File: src/rtl/uart_pkg.sv
// Shared state encodings for the uart_port transmitter and receiver FSMs.
package uart_pkg;

  typedef enum logic [1:0] {
    TX_IDLE,
    TX_START,
    TX_DATA,
    TX_STOP
  } tx_state_t;

  typedef enum logic [2:0] {
    RX_IDLE,
    RX_START,
    RX_DATA,
    RX_STOP,
    RX_WAITHI
  } rx_state_t;

endpackage

File: src/rtl/uart_baudcnt.sv
// Reloadable bit-period down-counter; tick is high while the count is zero, then it reloads.
// Zero latency from load; no backpressure.
module uart_baudcnt #(
  parameter int unsigned DIV = 26
) (
  input  logic clk,
  input  logic rst,
  input  logic load,
  input  logic half,
  output logic tick
);

  localparam int unsigned W = $clog2(DIV);
  localparam logic [W-1:0] FULL_CNT = W'(DIV - 1);
  localparam logic [W-1:0] HALF_CNT = W'(DIV / 2 - 1);

  logic [W-1:0] cnt;

  always_ff @(posedge clk or posedge rst) begin
    if (rst) begin
      cnt <= FULL_CNT;
    end else if (load) begin
      cnt <= half ? HALF_CNT : FULL_CNT;
    end else if (cnt == '0) begin
      cnt <= FULL_CNT;
    end else begin
      cnt <= cnt - W'(1);
    end
  end

  assign tick = (cnt == '0);

endmodule

File: src/rtl/uart_port.sv
// 8N1 UART transceiver: txd falls one cycle after accept, frame is 10*BAUDDIV cycles.
// tx_ready low for the whole frame; single-byte RX holding register, overrun drops the new byte.
module uart_port
  import uart_pkg::*;
#(
  parameter int unsigned BAUDDIV = 26
) (
  input  logic       clk,
  input  logic       power_on_reset,
  input  logic [7:0] tx_data,
  input  logic       tx_valid,
  output logic       tx_ready,
  output logic [7:0] rx_data,
  output logic       rx_valid,
  input  logic       rx_ready,
  output logic       rx_overrun,
  output logic       rx_frame_err,
  input  logic       err_clr,
  output logic       txd,
  input  logic       rxd
);

  // ---------------- transmitter ----------------
  tx_state_t  tx_state, tx_state_nx;
  logic [7:0] tx_shreg;
  logic [2:0] tx_idx;
  logic       tx_tick;
  logic       tx_accept;

  assign tx_accept = tx_valid && tx_ready;

  uart_baudcnt #(.DIV(BAUDDIV)) u_tx_cnt (
    .clk  (clk),
    .rst  (power_on_reset),
    .load (tx_accept),
    .half (1'b0),
    .tick (tx_tick)
  );

  always_comb begin
    tx_state_nx = tx_state;
    case (tx_state)
      TX_IDLE:  if (tx_accept) tx_state_nx = TX_START;
      TX_START: if (tx_tick) tx_state_nx = TX_DATA;
      TX_DATA:  if (tx_tick && tx_idx == 3'd7) tx_state_nx = TX_STOP;
      TX_STOP:  if (tx_tick) tx_state_nx = TX_IDLE;
      default:  tx_state_nx = TX_IDLE;
    endcase
  end

  // txd and tx_ready are registered off the state, so both lag it by one cycle.
  always_ff @(posedge clk or posedge power_on_reset) begin
    if (power_on_reset) begin
      tx_state <= TX_IDLE;
      tx_shreg <= '0;
      tx_idx   <= '0;
      tx_ready <= 1'b1;
      txd      <= 1'b1;
    end else begin
      tx_state <= tx_state_nx;
      tx_ready <= (tx_state == TX_IDLE) && !tx_accept;
      if (tx_accept) begin
        tx_shreg <= tx_data;
        tx_idx   <= '0;
      end else if (tx_state == TX_DATA && tx_tick) begin
        tx_shreg <= {1'b0, tx_shreg[7:1]};
        tx_idx   <= tx_idx + 3'd1;
      end
      case (tx_state)
        TX_START: txd <= 1'b0;
        TX_DATA:  txd <= tx_shreg[0];
        default:  txd <= 1'b1;
      endcase
    end
  end

  // ---------------- receiver ----------------
  rx_state_t  rx_state, rx_state_nx;
  logic       rxd_meta, rs, rs_d;
  logic [7:0] rx_shreg;
  logic [2:0] rx_idx;
  logic       rx_tick;
  logic       rx_load;
  logic       rx_sample;
  logic       rx_deliver;
  logic       frame_set;
  logic       overrun_set;
  logic       rx_pop;

  always_ff @(posedge clk or posedge power_on_reset) begin
    if (power_on_reset) begin
      rxd_meta <= 1'b1;
      rs       <= 1'b1;
      rs_d     <= 1'b1;
    end else begin
      rxd_meta <= rxd;
      rs       <= rxd_meta;
      rs_d     <= rs;
    end
  end

  uart_baudcnt #(.DIV(BAUDDIV)) u_rx_cnt (
    .clk  (clk),
    .rst  (power_on_reset),
    .load (rx_load),
    .half (1'b1),
    .tick (rx_tick)
  );

  // Start is a falling edge, so a line held low out of reset is never decoded.
  always_comb begin
    rx_state_nx = rx_state;
    rx_load     = 1'b0;
    rx_sample   = 1'b0;
    rx_deliver  = 1'b0;
    frame_set   = 1'b0;
    case (rx_state)
      RX_IDLE: begin
        if (!rs && rs_d) begin
          rx_state_nx = RX_START;
          rx_load     = 1'b1;
        end
      end
      RX_START: begin
        if (rx_tick) rx_state_nx = rs ? RX_IDLE : RX_DATA;
      end
      RX_DATA: begin
        if (rx_tick) begin
          rx_sample = 1'b1;
          if (rx_idx == 3'd7) rx_state_nx = RX_STOP;
        end
      end
      RX_STOP: begin
        if (rx_tick) begin
          if (rs) begin
            rx_deliver  = 1'b1;
            rx_state_nx = RX_IDLE;
          end else begin
            frame_set   = 1'b1;
            rx_state_nx = RX_WAITHI;
          end
        end
      end
      RX_WAITHI: begin
        if (rs) rx_state_nx = RX_IDLE;
      end
      default: rx_state_nx = RX_IDLE;
    endcase
  end

  assign rx_pop      = rx_valid && rx_ready;
  assign overrun_set = rx_deliver && rx_valid && !rx_ready;

  always_ff @(posedge clk or posedge power_on_reset) begin
    if (power_on_reset) begin
      rx_state     <= RX_IDLE;
      rx_shreg     <= '0;
      rx_idx       <= '0;
      rx_data      <= '0;
      rx_valid     <= 1'b0;
      rx_overrun   <= 1'b0;
      rx_frame_err <= 1'b0;
    end else begin
      rx_state <= rx_state_nx;
      if (rx_state == RX_START) begin
        rx_idx <= '0;
      end else if (rx_sample) begin
        rx_shreg <= {rs, rx_shreg[7:1]};
        rx_idx   <= rx_idx + 3'd1;
      end
      if (rx_deliver && (!rx_valid || rx_ready)) begin
        rx_data  <= rx_shreg;
        rx_valid <= 1'b1;
      end else if (rx_pop) begin
        rx_valid <= 1'b0;
      end
      rx_overrun   <= overrun_set || (rx_overrun && !err_clr);
      rx_frame_err <= frame_set || (rx_frame_err && !err_clr);
    end
  end

endmodule

File: config.mk
export PLATFORM = sky130hd
export DESIGN_NAME = uart_port
export DESIGN_NICKNAME = d
export VERILOG_FILES = /design/src/rtl/uart_pkg.sv /design/src/rtl/uart_baudcnt.sv /design/src/rtl/uart_port.sv
export SDC_FILE = /design/constraint.sdc
export NUM_CORES = 1
export LEC_CHECK = 0
export CORE_MARGIN = 8
export CORE_UTILIZATION = 38
export DETAILED_ROUTE_END_ITERATION = 8
export SYNTH_ARGS = -nofsm -noshare
export SYNTH_HDL_FRONTEND = slang
export SYNTH_SLANG_ARGS = --single-unit
File: constraint.sdc
create_clock -name clk -period 3.58 [get_ports clk]
set_input_delay 0.537 -clock clk [delete_from_list [all_inputs] [get_ports clk]]
set_output_delay 0.537 -clock clk [all_outputs]
set_load 0.03 [all_outputs]
# Word-level counts from Yosys, hierarchy flattened
# Cells that the tools add are included.
[word_totals] register_bits=53 latch_bits=0 mem_bits_rw=0 mem_bits_ro=0 input_bits=14 output_inout_bits=13 wordCells=107 mem_count=0
[classes] addsub=4 multipliers=0 div=0 magnitude_cmp=0 eq_ne=19 shift=0 mux=37 bitwise=1 reduce_logical=29
[ops] cell="2-to-1 mux 3 bit" n=11
[ops] cell="2-to-1 mux 5 bit" n=4
[ops] cell="inequality test 2 bit, second input constant" n=10
[ops] cell="2-to-1 mux 8 bit" n=2
[ops] cell="case mux 3 bit (5 select lines)" n=1
[ops] cell="2-to-1 mux 1 bit" n=12
[ops] cell="logical AND 1 bit" n=11
[ops] cell="zero test 5 bit" n=2
[ops] cell="2-to-1 mux 2 bit" n=5
[ops] cell="subtractor 5 x 1 -> 5 bit, second input constant" n=2
[ops] cell="equality test 3 bit, second input constant" n=3
[ops] cell="case mux 2 bit (4 select lines)" n=1
[ops] cell="adder 3 x 1 -> 3 bit, second input constant" n=2
[ops] cell="equality test 3 x 2 -> 1 bit, second input constant" n=2
[ops] cell="AND reduction 6 bit" n=1
[ops] cell="nonzero test 2 bit" n=3
[ops] cell="zero test 1 bit" n=5
[ops] cell="equality test 2 bit, second input constant" n=2
[ops] cell="AND reduction 4 bit" n=1
[ops] cell="equality test 3 x 1 -> 1 bit, second input constant" n=1
[ops] cell="zero test 3 bit" n=1
[ops] cell="logical OR 1 bit" n=3
[ops] cell="equality test 2 x 1 -> 1 bit, second input constant" n=1
[ops] cell="zero test 2 bit" n=1
[ops] cell="other kinds (3)" n=3

# Logic depth before layout (Yosys ltp)
[logic_depth] depth_word=6 ltp_mapped=7 mapped_depth_nobuf=6

# By module
# A second synthesis with hierarchy kept.
[hier_totals] cells_unflattened=192 area_unflattened_um2=2376.0
[by_module_without_submodules] module="uart_port" instances=1 cells_per_inst=150 area_each_um2=1878.1 seq_area_each_um2=1082.3
[by_module_without_submodules] module="uart_baudcnt" instances=2 cells_per_inst=21 area_each_um2=249.0 seq_area_each_um2=128.9

# Worst setup path before layout
# Ideal clock, no wire load.
[synth_path] path_type="register to register" startpoint="reg u_rx_cnt.cnt[0]" endpoint="reg rx_data[0]" setup_time_ns=0.125 arrival_time_ns=1.662 required_ns=3.455 setup_slack_ns=1.793 path_stages_with_launch=8 n_path_buf=1 synth_period_minus_slack_ns=1.787 path_cell_list="dfstp_2 inv_1 ha_1 nor4b_4 nand4_2 nor2b_2 buf_6 mux2_4"
[synth_between] elab_chain_cells=4
[synth_lines] item="start: declaration" line_no="uart_baudcnt.sv:17" rtl="logic [W-1:0] cnt;"
[synth_lines] item="start signal: assignment" line_no="uart_baudcnt.sv:23" rtl="cnt <= half ? HALF_CNT : FULL_CNT;"
[synth_lines] item="start signal: assignment" line_no="uart_baudcnt.sv:27" rtl="cnt <= cnt - W'(1);"
[synth_lines] item="zero test 5 bit" line_no="uart_baudcnt.sv:31" rtl="assign tick = (cnt == '0);"
[synth_lines] item="2-to-1 mux 1 bit" line_no="uart_port.sv:134" rtl="if (rx_tick) begin"
[synth_lines] item="2-to-1 mux 1 bit" line_no="uart_port.sv:117" rtl="case (rx_state)"
[synth_lines] item="logical AND 1 bit" line_no="uart_port.sv:171" rtl="if (rx_deliver && (!rx_valid || rx_ready)) begin"
[synth_lines] item="end signal: assignment" line_no="uart_port.sv:172" rtl="rx_data <= rx_shreg;"
[synth_lines] item="end: declaration" line_no="uart_port.sv:13" rtl="output logic [7:0] rx_data,"
# No other way between the ends.
# A chain may end at the register's enable or synchronous reset.

# Worst setup path in the final report
[layout_path] startpoint="reg u_rx_cnt.cnt[1]" endpoint="reg rx_data[6]"
# The elaborated chain is that of the path after synthesis.

==> results.tsv <==
metric	value	unit
status	complete, no violations	
Worst Path Max Fanout	8	
peak supply drop	342	uV
distinct cell type count after synthesis	40	
via/cell ratio	4.91	
drt wl/cell	13.0	microns
RD Place Congestion	0.739	
via count	1503	
H-tree depth	2	
later-pin clock latency in the skew report	0.30	ns
1st-pass router iterations	4	
top_reg_cell synth	dfrtp_1	
Detail Route Antenna Nets	0	
CTS tree	yes	
share of cells above drive strength 1	19.7	%
pin count of the biggest net entering global routing	34	
Comb pwr share	27.3	%
clock sinks	53	
YS warnings	0	
Worst Hold Launch	rxd_meta	
final core occ	45.8	%
footprint of the multi-input gates	973	sq um
Post-synth EDFFs	0	
fillers	561	
Yosys reg bits	53	
minimum clock period	2.22	ns
P_sw	0.585	mW
Core Rows	29	
Critical Path RT	3.77	ns
Hold WC Path Type	register to register	
Avg Cell Area, Syn	12.0	sq um
Starting Density	38.3	%
RSZ-0062 raised after global routing	no	
critical path type	register to register	
area of the mapped netlist	2380	sq um
TNS Setup	0	ns
grt total ovfl	0	
fraction of registers with async set/reset	100	%
critical path's slowest cell	nor2b_2	
setup bufs post-CTS	0	
HPWL after detailed placement	2940	microns
Post-Syn Instances	198	
Top Ports	27	
Worst setup SP type	register	
CP endpoint kind	register	
Max Clock Skew	0.00875	ns
DR iter-0 viols	46	
root buf cell	clkbuf_8	
DRC Markers	0	
Clk pwr share	22.7	%
Fin. Hold Viols	0	
Max Cap Violations	0	
Pwr Total	1.82	mW
worst slew pin tran	0.754	ns
Area Overhead vs Synth	19.4	%
Int Power	1.24	mW
FF+latch area	1340	sq um
final period utilization	62.0	%
ant diodes	0	
Final setup viols	0	
Core Area	6200	sq um
fin. max-slew vios	0	
Port Buffer Count	26	
die width	95.1	microns
switching share of power	32.1	%
Post-CTS Resized	0	
die area	9050	sq um
clock buffer depth	2	
Worst R2R Start	u_rx_cnt.cnt[1]	
CP arrival	2.41	ns
slew margin rel.	49.3	%
first-pass GRT wire length	7080	microns
TritonCTS buffer count	5	
hold_ws	0.360	ns
LEAKAGE	1.29	nW
part of the power in registers	50.0	%
sequential fraction of the synthesis area	56.3	%
vias in the first global route	1568	
Final #Nets	252	
final WL	3990	microns
Cell Chain, Critical Path	inv_1 -> ha_1 -> nor4b_4 -> nand4_2 -> nor2b_2 -> mux2_4	
Power Dens Cells	641	nW/um^2
# hold bufs at CTS	0	
Mapped Nets	222	
die height	95.1	microns
initial antenna violation count	0	
clock transition at the registers of the reported paths	0.09	ns
slowest cell delay on critical path	0.52	ns
Critical path origin	u_rx_cnt.cnt[1]	
Total GRT Usage	9.71	%
Max Fclk	0.450	GHz
-- worst max-delay path, delay by kind of cell (launching register included) --
kind,cells,cell delay [ns]
buffers and inverters,1,0.07
DFF,1,0.39
and+or+nand+nor,3,1.10
muxes,1,0.35
adders and majority gates,1,0.21
-- Yosys cell counts (all sizes together) (3+ instances only) --
cell type  count  area [sq um]
dfstp         11           289
ha            10           125
a21o           3          22.5
nor2          19          78.8
inv           11          41.3
dfrtp         42          1050
nand2b         3          18.8
o21ai          3          18.8
a21oi         16          80.1
nor3           3          15.0
nand2         17          63.8
nor2b          4          27.5
xor2           3          26.3
mux2          17           221
o22ai          8          50.1
-- kinds of logic after synthesis --
logic type | after synthesis | synth area share [%]
and+or+nand+nor | 58 | 13.4
muxes | 19 | 10.2
DFF | 53 | 56.3
xor gates and xnor gates | 5 | 1.84
AOI/OAI and AO/OA | 38 | 10.3
buffers and inverters | 15 | 2.74
adders and majority gates | 10 | 5.26
-- worst paths after layout --
path / cells after the start / end / slack, ns
worst max-delay path: 6 / rx_data[6] / 1.36
worst min register to register: 0 / rs / 0.36
min in group asynchronous: 2 / tx_shreg[6] / 0.64
worst min-delay path: 0 / rs / 0.36
max in group asynchronous: 3 / u_rx_cnt.cnt[4] / 2.14
worst max register to register: 6 / rx_data[6] / 1.36
-- layout make-up --
class | instances | share of cell area (%)
clock buffer | 6 | 2.91
clock inverter | 2 | 1.32
inverter | 11 | 1.45
multi-input combinational | 130 | 34.3
sequential | 53 | 47.2
tap | 77 | 3.39
timing repair buffer | 27 | 9.43
-- placed cells by master (no fill, tap or decap), types with 3 or more instances in the layout --
master / instances
a21oi_1: 16
nand2_1: 17
ha_1: 10
nand2b_1: 3
clkdlybuf4s50_1: 26
nor2_1: 18
mux2_4: 8
a21o_1: 3
inv_1: 10
nor3_1: 3
o22ai_1: 8
clkbuf_8: 6
dfstp_2: 11
nor2b_1: 3
xor2_1: 3
dfrtp_1: 42
mux2_2: 9
-- layer usage --
metal	track usage, %	part of all wire (%)	up-vias
met1	12.2	48	721
met4	3.12	1.1	0
met5	0	0	-
li1	-	-	753
met3	3.46	5.3	5
met2	15.2	46	24
-- metrics by stage --
stage	cells	worst slack, ns	area [sq um]
after floorplan	198	1.77	2380
after global placement	298	1.27	2720
after detailed placement	298	1.25	2720
after CTS	306	1.33	2840
after global routing	306	1.23	2840
final	306	1.36	2840
-- sequential cells by signal, summed over array words and instances (netlist names) --
signal and flops:
rx_valid 1, tx_state 2, u_tx_cnt.cnt 5, rs_d 1
rxd_meta 1, rx_data 8, rx_state 3, rx_shreg 8
tx_idx 3, rs 1, txd 1, rx_frame_err 1
rx_overrun 1, u_rx_cnt.cnt 5, rx_idx 3, tx_shreg 8
tx_ready 1
-- power by group through the flow --
stage,clock network (mW),registers [mW],logic [mW]
detailed placement,0,0.920,0.504
global route,0.452,0.936,0.570
finish,0.414,0.910,0.496
floorplan,0,0.894,0.402
CTS,0.431,0.910,0.505
global placement,0,0.920,0.496
Power figures use the tool's default switching activity.
